===== src/rtl/ps2_pkg.sv =====
// Shared PS/2 definitions: scan-code constants, frame state encoding and the
// pause-sequence skip length. Used by the keyboard path and later the mouse path.
package ps2_pkg;

    localparam logic [7:0] PS2_E0     = 8'hE0;
    localparam logic [7:0] PS2_F0     = 8'hF0;
    localparam logic [7:0] PS2_E1     = 8'hE1;
    localparam logic [7:0] PS2_ACK    = 8'hFA;
    localparam logic [7:0] PS2_BAT    = 8'hAA;
    localparam logic [7:0] PS2_RESEND = 8'hFE;
    localparam logic [7:0] PS2_ECHO   = 8'hEE;

    // Bytes following E1 in the Pause make/break sequence that carry no key info.
    localparam logic [2:0] PAUSE_SKIP = 3'd7;

    typedef enum logic [1:0] {
        FR_IDLE   = 2'd0,
        FR_DATA   = 2'd1,
        FR_PARITY = 2'd2,
        FR_STOP   = 2'd3
    } frame_state_t;

    // Keyboard housekeeping replies that are not key events on their own.
    function automatic logic is_line_code(input logic [7:0] b);
        return (b == PS2_ACK) || (b == PS2_BAT) || (b == PS2_RESEND) ||
               (b == PS2_ECHO) || (b == 8'h00) || (b == 8'hFF);
    endfunction

endpackage


===== src/rtl/ps2_kbd_rx_if.sv =====
// Key-event and raw-byte bundle from the PS/2 receiver to the matrix logic.
interface ps2_kbd_rx_if;
    logic       key_strobe;
    logic [7:0] key_code;
    logic       key_ext;
    logic       key_release;
    logic       rx_byte_strobe;
    logic [7:0] rx_byte;
    logic       rx_err;

    modport master (
        output key_strobe, key_code, key_ext, key_release,
        output rx_byte_strobe, rx_byte, rx_err
    );

    modport slave (
        input key_strobe, key_code, key_ext, key_release,
        input rx_byte_strobe, rx_byte, rx_err
    );
endinterface


===== src/rtl/ps2_line_filter.sv =====
// Two-flop synchronizer plus run-length glitch filter for a PS/2 clock line.
// The filtered level flips only after FILT consecutive samples disagree with it;
// fall pulses for one cycle alongside the 1->0 flip.
module ps2_line_filter #(
    parameter int FILT = 4
) (
    input  logic clk_sys,
    input  logic reset_n,
    input  logic line_in,
    output logic level,
    output logic fall
);

    logic       sync_q1;
    logic       sync_q2;
    logic [3:0] run_cnt;

    // Bring the pin into the clk_sys domain; idle-high lines reset to 1.
    always_ff @(posedge clk_sys or negedge reset_n) begin
        if (!reset_n) begin
            sync_q1 <= 1'b1;
            sync_q2 <= 1'b1;
        end else begin
            sync_q1 <= line_in;
            sync_q2 <= sync_q1;
        end
    end

    // Count consecutive disagreeing samples; any agreeing sample restarts the run.
    always_ff @(posedge clk_sys or negedge reset_n) begin
        if (!reset_n) begin
            level   <= 1'b1;
            fall    <= 1'b0;
            run_cnt <= 4'd0;
        end else begin
            fall <= 1'b0;
            if (sync_q2 == level) begin
                run_cnt <= 4'd0;
            end else if (run_cnt == 4'(FILT - 1)) begin
                level   <= sync_q2;
                fall    <= ~sync_q2;
                run_cnt <= 4'd0;
            end else begin
                run_cnt <= run_cnt + 4'd1;
            end
        end
    end

endmodule


===== src/rtl/ps2_kbd_rx.sv =====
// PS/2 keyboard receiver: frames 11-bit serial words into bytes and folds the
// E0/F0/E1 prefixes into single key events for the keyboard matrix logic.
//
//   state     | meaning
//   ----------+--------------------------------------------------
//   FR_IDLE   | waiting for a falling edge with data low (start)
//   FR_DATA   | shifting in 8 data bits, LSB first
//   FR_PARITY | checking odd parity over data + parity bit
//   FR_STOP   | checking stop bit, handing good byte to decoder
module ps2_kbd_rx #(
    parameter int FILT    = 4,
    parameter int TIMEOUT = 10000
) (
    input  logic          clk_sys,
    input  logic          reset_n,
    input  logic          ps2_kbd_clk,
    input  logic          ps2_kbd_data,
    ps2_kbd_rx_if.master  kbd
);

    import ps2_pkg::*;

    localparam int TW = $clog2(TIMEOUT);

    frame_state_t state_q, state_nxt;

    logic          clk_level;
    logic          clk_fall;
    logic [1:0]    data_sync;
    logic          data_bit;
    logic          sample_edge;
    logic [7:0]    shift_q;
    logic [2:0]    bit_cnt;
    logic [TW-1:0] tmr_q;
    logic          parity_ok;
    logic          timeout;
    logic          byte_good;
    logic          frame_err;
    logic          ext_q;
    logic          rel_q;
    logic [2:0]    skip_q;

    ps2_line_filter #(.FILT(FILT)) u_clk_filt (
        .clk_sys (clk_sys),
        .reset_n (reset_n),
        .line_in (ps2_kbd_clk),
        .level   (clk_level),
        .fall    (clk_fall)
    );

    // Data only needs synchronizing; it is stable long before the filtered edge.
    always_ff @(posedge clk_sys or negedge reset_n) begin
        if (!reset_n) data_sync <= 2'b11;
        else          data_sync <= {data_sync[0], ps2_kbd_data};
    end

    assign data_bit    = data_sync[1];
    assign sample_edge = clk_fall & ~clk_level;
    assign parity_ok   = ^{shift_q, data_bit};
    // A falling edge in the same cycle reloads the timer, so it beats the timeout.
    assign timeout     = (state_q != FR_IDLE) && !sample_edge && (tmr_q == '0);

    // Frame state register.
    always_ff @(posedge clk_sys or negedge reset_n) begin
        if (!reset_n) state_q <= FR_IDLE;
        else          state_q <= state_nxt;
    end

    // Frame next-state logic.
    always_comb begin
        state_nxt = state_q;
        unique case (state_q)
            FR_IDLE:   if (sample_edge && !data_bit)        state_nxt = FR_DATA;
            FR_DATA:   if (sample_edge && bit_cnt == 3'd7)  state_nxt = FR_PARITY;
            FR_PARITY: if (sample_edge) state_nxt = parity_ok ? FR_STOP : FR_IDLE;
            FR_STOP:   if (sample_edge)                     state_nxt = FR_IDLE;
            default:                                        state_nxt = FR_IDLE;
        endcase
        if (timeout) state_nxt = FR_IDLE;
    end

    // Frame outcome decode.
    always_comb begin
        byte_good = (state_q == FR_STOP) && sample_edge && data_bit;
        frame_err = timeout ||
                    ((state_q == FR_PARITY) && sample_edge && !parity_ok) ||
                    ((state_q == FR_STOP) && sample_edge && !data_bit);
    end

    // Shift register, bit counter and inter-edge down-counter.
    always_ff @(posedge clk_sys or negedge reset_n) begin
        if (!reset_n) begin
            shift_q <= 8'd0;
            bit_cnt <= 3'd0;
            tmr_q   <= TW'(TIMEOUT - 1);
        end else begin
            if (sample_edge)
                tmr_q <= TW'(TIMEOUT - 1);
            else if (state_q != FR_IDLE && tmr_q != '0)
                tmr_q <= tmr_q - 1'b1;

            if (state_q == FR_IDLE) begin
                bit_cnt <= 3'd0;
            end else if (state_q == FR_DATA && sample_edge) begin
                shift_q <= {data_bit, shift_q[7:1]};
                bit_cnt <= bit_cnt + 3'd1;
            end
        end
    end

    // Prefix decoder and registered outputs; errors discard any pending prefix.
    always_ff @(posedge clk_sys or negedge reset_n) begin
        if (!reset_n) begin
            ext_q              <= 1'b0;
            rel_q              <= 1'b0;
            skip_q             <= 3'd0;
            kbd.key_strobe     <= 1'b0;
            kbd.key_code       <= 8'd0;
            kbd.key_ext        <= 1'b0;
            kbd.key_release    <= 1'b0;
            kbd.rx_byte_strobe <= 1'b0;
            kbd.rx_byte        <= 8'd0;
            kbd.rx_err         <= 1'b0;
        end else begin
            kbd.key_strobe     <= 1'b0;
            kbd.rx_byte_strobe <= 1'b0;
            kbd.rx_err         <= frame_err;
            if (frame_err) begin
                ext_q <= 1'b0;
                rel_q <= 1'b0;
            end else if (byte_good) begin
                kbd.rx_byte_strobe <= 1'b1;
                kbd.rx_byte        <= shift_q;
                if (skip_q != 3'd0) begin
                    skip_q <= skip_q - 3'd1;
                    if (skip_q == 3'd1) begin
                        kbd.key_strobe  <= 1'b1;
                        kbd.key_code    <= PS2_E1;
                        kbd.key_ext     <= 1'b0;
                        kbd.key_release <= 1'b0;
                    end
                end else if (shift_q == PS2_E1) begin
                    skip_q <= PAUSE_SKIP;
                end else if (shift_q == PS2_E0) begin
                    ext_q <= 1'b1;
                end else if (shift_q == PS2_F0) begin
                    rel_q <= 1'b1;
                end else if (!(is_line_code(shift_q) && !ext_q && !rel_q)) begin
                    kbd.key_strobe  <= 1'b1;
                    kbd.key_code    <= shift_q;
                    kbd.key_ext     <= ext_q;
                    kbd.key_release <= rel_q;
                    ext_q           <= 1'b0;
                    rel_q           <= 1'b0;
                end
            end
        end
    end

endmodule


===== src/flat_wrapper.sv =====
// flat-port wrapper written by rule: the top's interface ports become plain ports
module ps2_kbd_rx_flat import ps2_pkg::*;
#(
    parameter int FILT    = 4,
    parameter int TIMEOUT = 10000
)
  (clk_sys, reset_n, ps2_kbd_clk, ps2_kbd_data, kbd_key_strobe, kbd_key_code, kbd_key_ext, kbd_key_release, kbd_rx_byte_strobe, kbd_rx_byte, kbd_rx_err);
  ps2_kbd_rx_if kbd_i ();
  input  logic clk_sys;
  input  logic reset_n;
  input  logic ps2_kbd_clk;
  input  logic ps2_kbd_data;
  output wire logic [$bits(kbd_i.key_strobe)-1:0] kbd_key_strobe;
  output wire logic [$bits(kbd_i.key_code)-1:0] kbd_key_code;
  output wire logic [$bits(kbd_i.key_ext)-1:0] kbd_key_ext;
  output wire logic [$bits(kbd_i.key_release)-1:0] kbd_key_release;
  output wire logic [$bits(kbd_i.rx_byte_strobe)-1:0] kbd_rx_byte_strobe;
  output wire logic [$bits(kbd_i.rx_byte)-1:0] kbd_rx_byte;
  output wire logic [$bits(kbd_i.rx_err)-1:0] kbd_rx_err;
  assign kbd_key_strobe = kbd_i.key_strobe;
  assign kbd_key_code = kbd_i.key_code;
  assign kbd_key_ext = kbd_i.key_ext;
  assign kbd_key_release = kbd_i.key_release;
  assign kbd_rx_byte_strobe = kbd_i.rx_byte_strobe;
  assign kbd_rx_byte = kbd_i.rx_byte;
  assign kbd_rx_err = kbd_i.rx_err;
  ps2_kbd_rx #(.FILT(FILT), .TIMEOUT(TIMEOUT)) u_core (.clk_sys(clk_sys), .reset_n(reset_n), .ps2_kbd_clk(ps2_kbd_clk), .ps2_kbd_data(ps2_kbd_data), .kbd(kbd_i));
endmodule

===== config.mk =====
export PLATFORM = sky130hd
export DESIGN_NAME = ps2_kbd_rx_flat
export DESIGN_NICKNAME = d
export VERILOG_FILES = /design/src/rtl/ps2_pkg.sv /design/src/rtl/ps2_kbd_rx_if.sv /design/src/rtl/ps2_line_filter.sv /design/src/rtl/ps2_kbd_rx.sv /design/src/flat_wrapper.sv
export SDC_FILE = /design/constraint.sdc
export NUM_CORES = 1
export LEC_CHECK = 0
export CAP_MARGIN = 20
export CORE_ASPECT_RATIO = 1.25
export CORE_UTILIZATION = 35
export CTS_BUF_LIST = sky130_fd_sc_hd__clkbuf_8
export CTS_CLUSTER_DIAMETER = 200
export DETAILED_ROUTE_END_ITERATION = 8
export SYNTH_ARGS = -nofsm -noshare
export SYNTH_HDL_FRONTEND = slang
export SYNTH_SLANG_ARGS = --single-unit

===== constraint.sdc =====
create_clock -name clk_sys -period 5.9 [get_ports clk_sys]
set_clock_uncertainty 0.2 [all_clocks]
set_input_delay 0.59 -clock clk_sys [delete_from_list [all_inputs] [get_ports clk_sys]]
set_output_delay 0.59 -clock clk_sys [all_outputs]
set_load 0.03 [all_outputs]

# After elaboration in Yosys (flattened, before gate mapping)
# Index checks and enable logic that the tools add are counted.
[totals] out_inout_bits=21 input_bits=4 elab_cells=161 ff_bits=63
[op_classes] bitwise=6 n_eq_ne=30 muxes=57 addsub=4 n_reduce_logical=44
[ops] op="$eq 8x8->1 const B" count=8
[ops] op="$mux 8" count=6
[ops] op="$mux 1" count=36
[ops] op="$mux 14" count=2
[ops] op="$ne 3x1->1 const B" count=7
[ops] op="$logic_not 14->1" count=1
[ops] op="$ne 2x1->1 const B" count=7
[ops] op="$reduce_bool 14->1" count=1
[ops] op="$sub 14x1->14 const B" count=1
[ops] op="$logic_and 1x1->1" count=13
[ops] op="$mux 2" count=6
[ops] op="$mux 3" count=4
[ops] op="$reduce_and 5->1" count=2
[ops] op="$reduce_bool 2->1" count=5
[ops] op="$reduce_xor 9->1" count=1
[ops] op="$logic_not 8->1" count=1
[ops] op="$mux 4" count=2
[ops] op="$pmux 2 s4" count=1
[ops] op="$logic_or 1x1->1" count=7
[ops] op="$reduce_and 7->1" count=1
[ops] op="$reduce_and 2->1" count=3
[ops] op="$logic_not 1->1" count=5
[ops] op="$not 1->1" count=5
[ops] op="$add 4x1->4 const B" count=1
[ops] op="other kinds (14)" count=15

# Logic depth before layout (Yosys ltp)
[depth] word_depth=15 depth_mapped=8 depth_no_buf=7

# Cells and area by module
# From an unflattened synthesis, not the netlist that was laid out.
[unflattened] cells_unflattened=285 hier_area_um2=3083.0
[modules_own_cells] module="ps2_kbd_rx" seq_area_each_um2=1388.8 n_inst=1 area_each_um2=2763.9 cells_per_inst=263
[modules_own_cells] module="ps2_line_filter" seq_area_each_um2=203.9 n_inst=1 area_each_um2=319.1 cells_per_inst=22

# Least setup slack after synthesis
# No wires, ideal clock.
[synth_path] path_type="register -> register" start="reg u_core.tmr_q[4]" end="reg u_core.tmr_q[5]" period_less_slack_ps=1981 setup_slack_ps=3919 t_arrival_ps=1649 path_stages_with_launch=6 t_required_ps=5568 n_path_buf=0 cell_sequence="dfrtp_1 -> or4_4 -> nor4_4 -> nor4_1 -> xnor2_1 -> nor2_1"
[synth_between] elab_chain_cells=3
[synth_lines] element="start, declared" line="ps2_kbd_rx.sv:34" source="logic [TW-1:0] tmr_q;"
[synth_lines] element="start signal, assigned" line="ps2_kbd_rx.sv:95" source="tmr_q <= TW'(TIMEOUT - 1);"
[synth_lines] element="start signal, assigned" line="ps2_kbd_rx.sv:98" source="tmr_q <= TW'(TIMEOUT - 1);"
[synth_lines] element="start signal, assigned" line="ps2_kbd_rx.sv:100" source="tmr_q <= tmr_q - 1'b1;"
[synth_lines] element="$sub 14x1->14 or $reduce_bool 14->1 (tied branches)" line="ps2_kbd_rx.sv:100, ps2_kbd_rx.sv:99"
[synth_lines] element="$mux 14 or $logic_and 1x1->1 (tied branches)" line="ps2_kbd_rx.sv:99" source="else if (state_q != FR_IDLE && tmr_q != '0)"
[synth_lines] element="$mux 14 or $reduce_bool 2->1 (tied branches)"
# Parallel ways exist; a longest one is shown, timed or not. The select of a mux whose other input is x is not followed.
# A chain may end at the register's enable or synchronous reset.

# Worst setup path in the final report
[layout_path] start="reg u_core.u_clk_filt.level" end="reg u_core.kbd.key_release"
[layout_between] elab_chain_cells=9
[layout_lines] element="start, declared" line="ps2_line_filter.sv:10" source="output logic level,"
[layout_lines] element="start signal, assigned" line="ps2_line_filter.sv:40" source="level <= sync_q2;"
[layout_lines] element="$not 1->1 *" line="ps2_kbd_rx.sv:58" source="assign sample_edge = clk_fall & ~clk_level;"
[layout_lines] element="$and 1x1->1 *" line="ps2_kbd_rx.sv:58"
[layout_lines] element="$logic_not 1->1" line="ps2_kbd_rx.sv:61" source="assign timeout = (state_q != FR_IDLE) && !sample_edge && (tmr_q == '0);"
[layout_lines] element="$logic_and 1x1->1 (2 in a row)" line="ps2_kbd_rx.sv:61"
[layout_lines] element="$logic_or 1x1->1" line="ps2_kbd_rx.sv:85" source="frame_err = timeout ||"
[layout_lines] element="$logic_or 1x1->1" line="ps2_kbd_rx.sv:86" source="((state_q == FR_PARITY) && sample_edge && !parity_ok) ||"
[layout_lines] element="$not 1->1 (no line)"
[layout_lines] element="$reduce_and 7->1 (no line) *"
[layout_lines] element="end signal, assigned" line="ps2_kbd_rx.sv:152" source="kbd.key_release <= rel_q;"
[layout_lines] element="end, declared" line="ps2_kbd_rx_if.sv:12" source="output key_strobe, key_code, key_ext, key_release,"
# Mark *: on every way between the ends. The rest lies on a longest branch, timed or not.

==> impl_metrics.py <==
metrics = {
    "place": {
        "buffer_ports.inserted": 24,
        "dpl_worst_slack_ps": 3050,
        "place_hpwl_um": 4020,
        "place.gp.congestion": 0.831,
        "dp.cells": 425,
        "postPlaceCellArea_sq_mm": 0.00338,
    },
    "cts": {
        "clkSinkCount": 63,
        "clkSlewWorstSetupHoldPaths_ps": 70,
        "tritoncts": "done",
        "cts.hold.buffers_added": 0,
        "cts-buffers-inserted": 9,
        "post_cts_resized": 0,
        "ctsLongestPathBuffers": 2,
        "worstSkewPairLatency_ps": 350,
        "cts.repair_timing.setup_buffer_count": 0,
        "htree_num_levels": 3,
        "clock_tree.root_cell": "sky130_fd_sc_hd__clkbuf_8",
    },
    "route": {
        "drt.antenna.violating_nets": 0,
        "vias_per_instance": 4.92,
        "detail_route.wl_per_cell_um": 13.6,
        "detail_route.first_pass.iterations": 6,
        "vias": 2170,
        "overall_routed_net_length_um": 6020,
        "drt_iter0_markers": 115,
        "drc": 0,
    },
    "layout": {
        "syn2layout_area_growth_pct": 16.3,
        "postLayoutCoreUtil_pct": 42.6,
        "final_nets": 330,
        "drive_gt1_share_pct": 14.8,
        "antenna_diodes": 0,
        "final_cell_count_no_fill": 441,
        "final_design_area_no_fill_sq_mm": 0.00357,
    },
    "critical_path": {
        "worst-path-max-fanout": 17,
        "worst_ep_required_time_ps": 5960,
        "worstSetupStartpointType": "flip-flop",
        "critical_path_class": "flip-flop to flip-flop",
        "critical_path.max_stage_delay_ps": 560,
        "timing.critical_path.to_type": "flip-flop",
        "worst_path_max_delay_cell": "sky130_fd_sc_hd__dfstp_2",
        "data_arrival_time_at_the_worst_slack_endpoint_ps": 2890,
        "cells_traversed_along_the_worst_timing_path": "nand2b_1 > or2_1 > inv_2 > nand4_1 > mux2i_1",
    },
    "logic_synthesis": {
        "ys_dominant_reg_cell": "sky130_fd_sc_hd__dfrtp_1",
        "synth-seq-area-share_pct": 51.9,
        "ys.warnings.count": 0,
        "yosys.area.top_type_share_pct": 40.7,
        "yosysTopAreaCell": "sky130_fd_sc_hd__dfrtp_1",
        "number_of_standard_cells_after_synthesis": 302,
        "cell_types_occupying_the_most_area_after_synthesis": "sky130_fd_sc_hd__dfrtp_1, sky130_fd_sc_hd__dfstp_2, sky130_fd_sc_hd__nand2_1",
        "synth.distinct_cells": 49,
        "synth_seq_cells": 63,
        "synth_area_sq_mm": 0.00307,
        "synth_async_sr_flop_share_pct": 100,
        "synthesis.nets": 313,
        "postSynthAreaPerCell_sq_um": 10.2,
        "edff_count_synth": 0,
    },
    "timing": {
        "worstMarginPinSlew_ps": 819,
        "slew_headroom_pct": 45.3,
        "grt_setup_unrepaired": "false",
        "final_hold_viol_count": 0,
        "report.final.setup_viol": 0,
        "slew_viol_final": 0,
        "tns_ps": 0,
        "layout_min_cycle_time_ps": 2830,
        "final_min_period_over_clock_period_pct": 48.0,
        "final_hold_slack_ps": 156,
        "setup_slack_ps": 3070,
        "max_clock_freq_mhz": 353,
    },
    "min_path": {
        "timing.hold.worst.class": "flip-flop to flip-flop",
    },
    "power_and_ir_drop": {
        "p_leak_nw": 1.59,
        "powerDensity_mw_per_mm2": 331,
        "vdd_ir_drop_max_uv": 187,
        "post-layout-total-power_mw": 1.18,
    },
    "global_route": {
        "grt_pass1_vias": 2161,
        "track_usage_pct": 14.5,
        "grt_first_pass_wirelength_um": 10300,
        "grt_max_degree": 64,
        "globalRoute.totalOverflow": 0,
        "initial_antenna_violation_count": 0,
    },
    "floorplanning": {
        "core-area_sq_mm": 0.00838,
        "die_x_um": 85.8,
        "die-height_um": 107,
        "die_area_sq_mm": 0.00916,
        "initial_core_util_pct": 36.7,
        "site_rows": 37,
        "pin_count": 25,
    },
    "flow_run": {
        "cap_viol_max_count": 0,
    },
    "status": {
        "outcome": "completed",
    },
}
==> state kept, by name, indices dropped and copies added (netlist names), 2 cells and up <==
name and count:
u_core.kbd.rx_byte 8, u_core.shift_q 8, u_core.bit_cnt 3, u_core.skip_q 3, u_core.u_clk_filt.run_cnt 4, u_core.tmr_q 14, u_core.data_sync 2, u_core.kbd.key_code 8
u_core.state_q 2
==> Yosys cell counts (2+ instances only) <==
cell type / number
sky130_fd_sc_hd__nand2_1: 51
sky130_fd_sc_hd__dfrtp_1: 50
sky130_fd_sc_hd__nor2_1: 22
sky130_fd_sc_hd__dfstp_2: 13
sky130_fd_sc_hd__o21ai_0: 13
sky130_fd_sc_hd__clkbuf_1: 12
sky130_fd_sc_hd__mux2i_1: 12
sky130_fd_sc_hd__a21oi_1: 11
sky130_fd_sc_hd__nand3_1: 10
sky130_fd_sc_hd__xnor2_1: 10
sky130_fd_sc_hd__mux2_2: 8
sky130_fd_sc_hd__nor3_1: 8
sky130_fd_sc_hd__ha_1: 7
sky130_fd_sc_hd__xor2_1: 7
sky130_fd_sc_hd__inv_1: 6
sky130_fd_sc_hd__nor4_1: 6
sky130_fd_sc_hd__buf_2: 5
sky130_fd_sc_hd__nor2b_1: 5
sky130_fd_sc_hd__nand4_1: 4
sky130_fd_sc_hd__nand2b_1: 3
sky130_fd_sc_hd__or3_2: 3
sky130_fd_sc_hd__a22oi_1: 2
sky130_fd_sc_hd__a31oi_1: 2
sky130_fd_sc_hd__and3_1: 2
sky130_fd_sc_hd__buf_4: 2
sky130_fd_sc_hd__nand4b_1: 2
sky130_fd_sc_hd__nor4_4: 2
sky130_fd_sc_hd__o21a_1: 2
sky130_fd_sc_hd__or4_1: 2
==> final timing paths <==
check,startpoint,slack [ps],cells past startpoint,endpoint
min reg2reg,u_core.data_sync[0],160,0,u_core.data_sync[1]
max in group asynchronous,reset_n,4780,2,u_core.tmr_q[4]
min in group asynchronous,reset_n,200,2,u_core.kbd.rx_byte[6]
max reg2reg,u_core.u_clk_filt.level,3070,5,u_core.kbd.key_release
max,u_core.u_clk_filt.level,3070,5,u_core.kbd.key_release
min,u_core.data_sync[0],160,0,u_core.data_sync[1]
==> cell usage in the layout (no fill, tap or decap), types with 9 or more instances in the layout <==
master,count
sky130_fd_sc_hd__nand2_1,51
sky130_fd_sc_hd__dfrtp_1,50
sky130_fd_sc_hd__clkdlybuf4s50_1,23
sky130_fd_sc_hd__nor2_1,22
sky130_fd_sc_hd__o21ai_0,13
sky130_fd_sc_hd__dfstp_2,13
sky130_fd_sc_hd__mux2i_1,12
sky130_fd_sc_hd__a21oi_1,11
sky130_fd_sc_hd__xnor2_1,10
sky130_fd_sc_hd__nand3_1,10
sky130_fd_sc_hd__clkbuf_8,9
==> final cells by class <==
| class | count | area, sq um |
|---|---|---|
| clock buffer | 9 | 124 |
| multi-input combinational | 213 | 1370 |
| inverter | 7 | 26.3 |
| sequential | 63 | 1590 |
| clock inverter | 7 | 72.6 |
| tap | 117 | 146 |
| fill | 804 | 4810 |
| timing repair buffer | 25 | 243 |
==> report_power, final <==
part / total (mW) / internal (mW) / switching (mW)
Sequential: 0.582 / 0.512 / 0.0704
Clock: 0.377 / 0.195 / 0.182
Combinational: 0.224 / 0.0988 / 0.126
Total: 1.18 / 0.806 / 0.378
==> cell families (layout without fill, tap and decap cells) <==
kind of cell	count (synthesis)	in the layout	share of synthesized area (%)
adder cells (fa/ha/maj)	7	7	2.85
AND/OR/NAND/NOR	129	129	21.6
XOR/XNOR	18	18	5.58
buffers and inverters	26	48	3.62
multiplexers	20	20	6.84
flip-flops	63	63	51.9
AO/OA/AOI/OAI	39	39	7.66
==> metal layers <==
layer / wire, um / global-route usage (%) / part of all wire (%) / vias up
met4: 136 / 7.74 / 2.3 / 0
met1: 2710 / 17.7 / 45 / 1051
met5: 0 / 0 / 0 / -
li1: - / - / - / 1072
met2: 2990 / 24.1 / 50 / 35
met3: 178 / 2.85 / 3.0 / 12
==> critical path, delay by kind of cell (launching register included) <==
family,cells,cell delay (ps)
simple gates,3,1500
buf+inv,1,210
flops,1,560
mux,1,260
Power figures use the tool's default switching activity.
